===== config.mk =====
export PLATFORM = sky130hd
export DESIGN_NAME = rr_decoder_arbiter_flat
export DESIGN_NICKNAME = d
export VERILOG_FILES = /design/src/rtl/rr_decoder_arbiter_if.sv /design/src/rtl/rr_decoder_arbiter.sv /design/src/flat_wrapper.sv
export SDC_FILE = /design/constraint.sdc
export NUM_CORES = 1
export LEC_CHECK = 0
export CORE_MARGIN = 2
export CORE_UTILIZATION = 35
export DETAILED_ROUTE_END_ITERATION = 16
export GPL_ROUTABILITY_DRIVEN = 1
export GPL_TIMING_DRIVEN = 0
export PLACE_DENSITY_LB_ADDON = 0.08
export SLEW_MARGIN = 30
export SYNTH_ARGS = -nofsm -noshare
export SYNTH_HDL_FRONTEND = slang
export SYNTH_SLANG_ARGS = --single-unit

===== constraint.sdc =====
create_clock -name clk -period 8.9 [get_ports clk]
set_clock_uncertainty 0.15 [all_clocks]
set_input_delay 2.67 -clock clk [delete_from_list [all_inputs] [get_ports clk]]
set_output_delay 2.67 -clock clk [all_outputs]
set_load 0.005 [all_outputs]

===== src/rtl/rr_decoder_arbiter_if.sv =====
// ---------------------------------------------------------------------------
// rr_decoder_arbiter_if
//   Bundles the request side and the decoded-grant side of the round-robin
//   decoder arbiter.
//
//   Signals:
//     arb_en  : 1 = new grants may be issued
//     req     : [7:0] request vector, req[i] held high while requester i
//               needs the shared resource
//     sel     : [2:0] registered index of the current owner (decoder A)
//     en      : registered grant-valid (decoder E)
//     gnt     : [7:0] one-hot decoded grant
//     busy    : high while a grant is active
//     timeout : one-cycle pulse after a forced release
//
//   Modports:
//     master : requester side (drives arb_en/req)
//     slave  : arbiter side (drives sel/en/gnt/busy/timeout)
// ---------------------------------------------------------------------------
interface rr_decoder_arbiter_if;
    logic       arb_en;
    logic [7:0] req;
    logic [2:0] sel;
    logic       en;
    logic [7:0] gnt;
    logic       busy;
    logic       timeout;

    modport master (
        output arb_en, req,
        input  sel, en, gnt, busy, timeout
    );

    modport slave (
        input  arb_en, req,
        output sel, en, gnt, busy, timeout
    );
endinterface


===== src/rtl/rr_decoder_arbiter.sv =====
// ---------------------------------------------------------------------------
// rr_decoder_arbiter
//   Round-robin arbiter that shares one 3-to-8 decoded resource among eight
//   requesters. The owner index and enable are registered and fed to a
//   3-to-8 decoder, whose one-hot output is the grant. An owner keeps the
//   resource until it drops its request or, if MAX_HOLD is non-zero, until
//   it has held it for MAX_HOLD cycles. Every release is followed by at
//   least one idle cycle so decoder outputs never overlap.
//
//   Parameters:
//     MAX_HOLD : maximum consecutive grant cycles per owner, 0 = no timeout
//     CNT_W    : hold counter width, MAX_HOLD must be below 2**CNT_W
//
//   Ports:
//     clk   : system clock, rising edge
//     rst_n : asynchronous active-low reset
//     bus   : rr_decoder_arbiter_if.slave (arb_en, req in; sel, en, gnt,
//             busy, timeout out)
// ---------------------------------------------------------------------------
module rr_decoder_arbiter #(
    parameter int unsigned MAX_HOLD = 16,
    parameter int unsigned CNT_W    = 8
) (
    input  logic                 clk,
    input  logic                 rst_n,
    rr_decoder_arbiter_if.slave  bus
);

    localparam logic [0:0] ST_IDLE  = 1'b0;
    localparam logic [0:0] ST_GRANT = 1'b1;

    localparam logic [CNT_W-1:0] MAX_HOLD_C = CNT_W'(MAX_HOLD);

    logic [0:0]       state;
    logic [2:0]       sel_q;
    logic             en_q;
    logic             timeout_q;
    logic [2:0]       ptr;
    logic [CNT_W-1:0] hold_cnt;

    logic [7:0]       req_rot;
    logic [2:0]       offset;
    logic [2:0]       winner;
    logic             timeout_hit;
    logic [7:0]       gnt_dec;

    // Rotate the request vector so that bit 0 is the ptr position; the
    // lowest set bit of the rotated vector is then the round-robin winner.
    assign req_rot = (bus.req >> ptr) | (bus.req << (4'd8 - {1'b0, ptr}));

    // NOTE: every signal assigned in always_comb gets a default first, so no
    // path leaves it unassigned and no latch is inferred.
    always_comb begin
        offset = 3'd0;
        for (int i = 7; i >= 0; i--) begin
            if (req_rot[i]) begin
                offset = 3'(i);
            end
        end
    end

    assign winner      = ptr + offset;
    assign timeout_hit = (MAX_HOLD != 0) && (hold_cnt == MAX_HOLD_C);

    // NOTE: every register here is reset asynchronously so en/gnt drop the
    // moment rst_n falls, even in the middle of a grant.
    always_ff @(posedge clk or negedge rst_n) begin
        if (!rst_n) begin
            state     <= ST_IDLE;
            sel_q     <= 3'd0;
            en_q      <= 1'b0;
            timeout_q <= 1'b0;
            ptr       <= 3'd0;
            hold_cnt  <= '0;
        end else begin
            // NOTE: non-blocking assignments only, so every register samples
            // the pre-edge values regardless of statement order.
            timeout_q <= 1'b0;
            case (state)
                ST_IDLE: begin
                    if (bus.arb_en && (bus.req != 8'h00)) begin
                        state    <= ST_GRANT;
                        sel_q    <= winner;
                        en_q     <= 1'b1;
                        hold_cnt <= CNT_W'(1);
                    end
                end
                ST_GRANT: begin
                    if (!bus.req[sel_q] || timeout_hit) begin
                        // Voluntary or forced release; the owner drops to
                        // lowest priority and the next cycle is a dead cycle.
                        state     <= ST_IDLE;
                        en_q      <= 1'b0;
                        ptr       <= sel_q + 3'd1;
                        hold_cnt  <= '0;
                        timeout_q <= bus.req[sel_q];
                    end else if (hold_cnt < MAX_HOLD_C) begin
                        hold_cnt <= hold_cnt + CNT_W'(1);
                    end
                end
                default: begin
                    state <= ST_IDLE;
                    en_q  <= 1'b0;
                end
            endcase
        end
    end

    // 3-to-8 decoder driven by the registered select and enable.
    always_comb begin
        gnt_dec = 8'h00;
        if (en_q) begin
            gnt_dec[sel_q] = 1'b1;
        end
    end

    assign bus.sel     = sel_q;
    assign bus.en      = en_q;
    assign bus.gnt     = gnt_dec;
    assign bus.busy    = (state == ST_GRANT);
    assign bus.timeout = timeout_q;

endmodule


===== src/flat_wrapper.sv =====
// flat-port wrapper written by rule: the top's interface ports become plain ports
module rr_decoder_arbiter_flat 
#(
    parameter int unsigned MAX_HOLD = 16,
    parameter int unsigned CNT_W    = 8
)
  (clk, rst_n, bus_arb_en, bus_req, bus_sel, bus_en, bus_gnt, bus_busy, bus_timeout);
  rr_decoder_arbiter_if bus_i ();
  input  logic clk;
  input  logic rst_n;
  input wire logic [$bits(bus_i.arb_en)-1:0] bus_arb_en;
  input wire logic [$bits(bus_i.req)-1:0] bus_req;
  output wire logic [$bits(bus_i.sel)-1:0] bus_sel;
  output wire logic [$bits(bus_i.en)-1:0] bus_en;
  output wire logic [$bits(bus_i.gnt)-1:0] bus_gnt;
  output wire logic [$bits(bus_i.busy)-1:0] bus_busy;
  output wire logic [$bits(bus_i.timeout)-1:0] bus_timeout;
  assign bus_i.arb_en = bus_arb_en;
  assign bus_i.req = bus_req;
  assign bus_sel = bus_i.sel;
  assign bus_en = bus_i.en;
  assign bus_gnt = bus_i.gnt;
  assign bus_busy = bus_i.busy;
  assign bus_timeout = bus_i.timeout;
  rr_decoder_arbiter #(.MAX_HOLD(MAX_HOLD), .CNT_W(CNT_W)) u_core (.clk(clk), .rst_n(rst_n), .bus(bus_i));
endmodule

==> metrics.yaml, run 1 <==
clocking:
  htree_levels: 1
  cts_root_buffer: "clkbuf_8"
  post_cts_resized: 0
  clk_latency_ns: 0.25
  clock_path_buffers: 2
  clk_pin_slew_ns: 0.06
  cts_tree: "built"
  cts-hold-fix-buffers: 0
  post_cts_buffers: 0
  cts_sinks: 17
  cts_buffers: 3
power:
  power_uw: 771
  ir_drop_mv: 0.135
  p_per_area_nw_per_um2: 385
  p_leak_uw: 0.000828
die:
  die_h_um: 72.9
  core_area_sq_um: 4660
  rows: 25
  start_util_pct: 35.7
  fp.dieW_um: 72.9
  ioPinCount: 25
  dieArea_sq_um: 5310
synthesis:
  ys_warn_count: 0
  ys_types: 51
  synth_nets: 209
  yosys_register_bits: 17
  synth_seq_area_share_pct: 25.6
  synth.cell_area_sq_um: 1660
  syn-instance-count: 192
  avgSynthCellArea_sq_um: 8.65
  synth_edf_count: 0
  ys.flop_type: "dfrtp_1"
  synthArstFlopShare_pct: 100
global_route:
  grt_max_degree: 18
  antenna_found_initial: 0
  grt_pass1_vias: 1584
  grtUsageTotal_pct: 17.5
  grt_first_pass_wirelength_mm: 7.27
  grt_overflow: 0
drt:
  dr_total_vias: 1595
  routed_wl_mm: 4.42
  drc: 0
  drtIter0Drc: 161
  ant_nets: 0
  detail_route.wl_per_cell_um: 16.2
  drt-pass1-iter-count: 4
  viasPerCell: 5.84
critical_path:
  path_max_fanout: 9
  r2r-end: "u_core.bus.sel[2]$_DFFE_PN0P_"
  worstRegToRegCells: 16
  crit_path_end_kind: "flip-flop"
  endpoint: "u_core.bus.sel[2]$_DFFE_PN0P_"
  worstSetupPathType: "in -> reg"
  arrival_ns: 6.19
  r2r_start: "u_core.ptr[1]$_DFFE_PN0P_"
  cp.required_ns: 8.91
  start_kind: "primary input"
  crit_path_start: "bus_req[2]"
  ff2ff_setup_slack_ns: 4.56
outcome:
  status: "completed"
worst_hold_path:
  hold_path.class: "reg -> reg"
flow_run:
  cap_violations: 0
finish:
  area_delta_synth_final_pct: 20.6
  multiInputGateArea_sq_um: 1150
  layout-drive-gt1-share_pct: 9.13
  final_util_pct: 43.0
  final_cell_mix: "23 x nor2_1, 23 x clkdlybuf4s50_1, 18 x nand2_1"
  fillCellCount: 477
  fin_nets: 237
  antenna_cells: 0
  seq_area_sq_um: 425
timing:
  worst_slew_pin_slew_ns: 0.795
  setup_tns_ns: 0
  maxSlewHeadroom_pct: 47.0
  setup_ws_ns: 2.72
  max_freq_mhz: 162
  fin_crit_ns: 6.18
  rsz0062_at_grt: "false"
  holdWs_ns: 0.357
  setup-violations-final: 0
  hold_violations: 0
  finalCritPeriodShare_pct: 69.4
  maxSlewViolCount: 0
placed_design:
  finalWeightedCongestion: 0.955
  dpl.hpwl_mm: 3.42
  place_ws_ns: 2.47
  portBuffers: 23
[state kept, by name, indices dropped and copies added (netlist names)]
register,cells
u_core.bus.busy,1
u_core.ptr,3
u_core.bus.en,1
u_core.bus.timeout,1
u_core.bus.sel,3
u_core.hold_cnt,8
[area by class of cell]
type                            instances  area share [%]
Tap cell                               54            3.37
Multi-Input combinational cell        158            57.4
Timing Repair Buffer                   23            11.5
Clock buffer                            4            2.25
Sequential cell                        17            21.2
Inverter                                7            1.31
Buffer                                 10            2.93
[synthesized netlist by cell type (4+ instances only)]
master    count  area [sq um]
nor2_1       23          86.3
nand2_1      18          67.6
dfrtp_1      17           425
mux2i_1      13           130
nand2b_1     11          68.8
o21ai_0       9          45.0
inv_1         7          26.3
a21oi_1       6          30.0
ha_1          5          62.6
nor2b_1       5          31.3
nor3_1        5          25.0
buf_2         4          20.0
mux4_2        4          90.1
o21bai_1      4          30.0
o22ai_1       4          25.0
[report_power, final]
part           switching, uW  total, uW  internal [uW]
Clock                   24.6       56.3           31.7
Combinational            311        583            272
Sequential              30.2        132            102
[metrics by stage]
stage,instance area [sq um],instances
6_report,2000,273
5_1_grt,2000,273
4_1_cts,2000,273
3_5_place_dp,1960,269
3_3_place_gp,1960,269
2_1_floorplan,1660,192
[layer usage]
metal | track usage, % | up-vias | wire length [um]
li1 | - | 769 | -
met1 | 21.2 | 771 | 1830
met2 | 29.8 | 40 | 2260
met3 | 2.49 | 15 | 168
met4 | 9.47 | 0 | 159
met5 | 0 | - | 0
[worst max-delay path: stages]
cell,delay [ns]
clkdlybuf4s50_1,0.56
mux4_2,0.54
a221o_1,0.38
a21oi_1,0.13
o21ai_0,0.12
a31o_2,0.22
a21boi_0,0.17
ha_1,0.16
inv_1,0.04
fa_1,0.37
xnor2_1,0.15
or4_1,0.49
a31oi_1,0.18
[worst min-delay path by stage]
stage,startpoint,to,cells past startpoint
final,u_core.hold_cnt[7]$_DFFE_PN0P_,u_core.hold_cnt[7]$_DFFE_PN0P_,2
after global routing,u_core.hold_cnt[7]$_DFFE_PN0P_,u_core.hold_cnt[7]$_DFFE_PN0P_,2
after CTS,u_core.hold_cnt[7]$_DFFE_PN0P_,u_core.hold_cnt[7]$_DFFE_PN0P_,2
after detailed placement,u_core.hold_cnt[7]$_DFFE_PN0P_,u_core.hold_cnt[7]$_DFFE_PN0P_,2
after global placement,u_core.hold_cnt[7]$_DFFE_PN0P_,u_core.hold_cnt[7]$_DFFE_PN0P_,2
after floorplan,u_core.hold_cnt[7]$_DFFE_PN0P_,u_core.hold_cnt[7]$_DFFE_PN0P_,2
[cells by family after synthesis]
family,count (synthesis),synth area share [%]
simple gates,80,24.5
compound gates,47,19.8
mux,22,18.4
buf+inv,17,5.12
flops,17,25.6
fa+ha+maj,6,4.97
xor+xnor,3,1.58
Note: power is estimated with default switching activity, not from simulation.
==> run 2, diff against run 1 <==
- clock period: 8.9 -> 5.9 ns (I/O delays scaled with it)
==> results of run 2 <==
The final DEF is identical to that of run 1. Status: completed.
Main changes from that run: setup slack after placement 2.47 ns -> 0.370 ns; setup slack after layout 2.72 ns -> 0.625 ns; register-to-register setup slack 4.56 ns -> 1.56 ns; total power 771 uW -> 1160 uW; worst IR drop on VDD 0.135 mV -> 0.204 mV
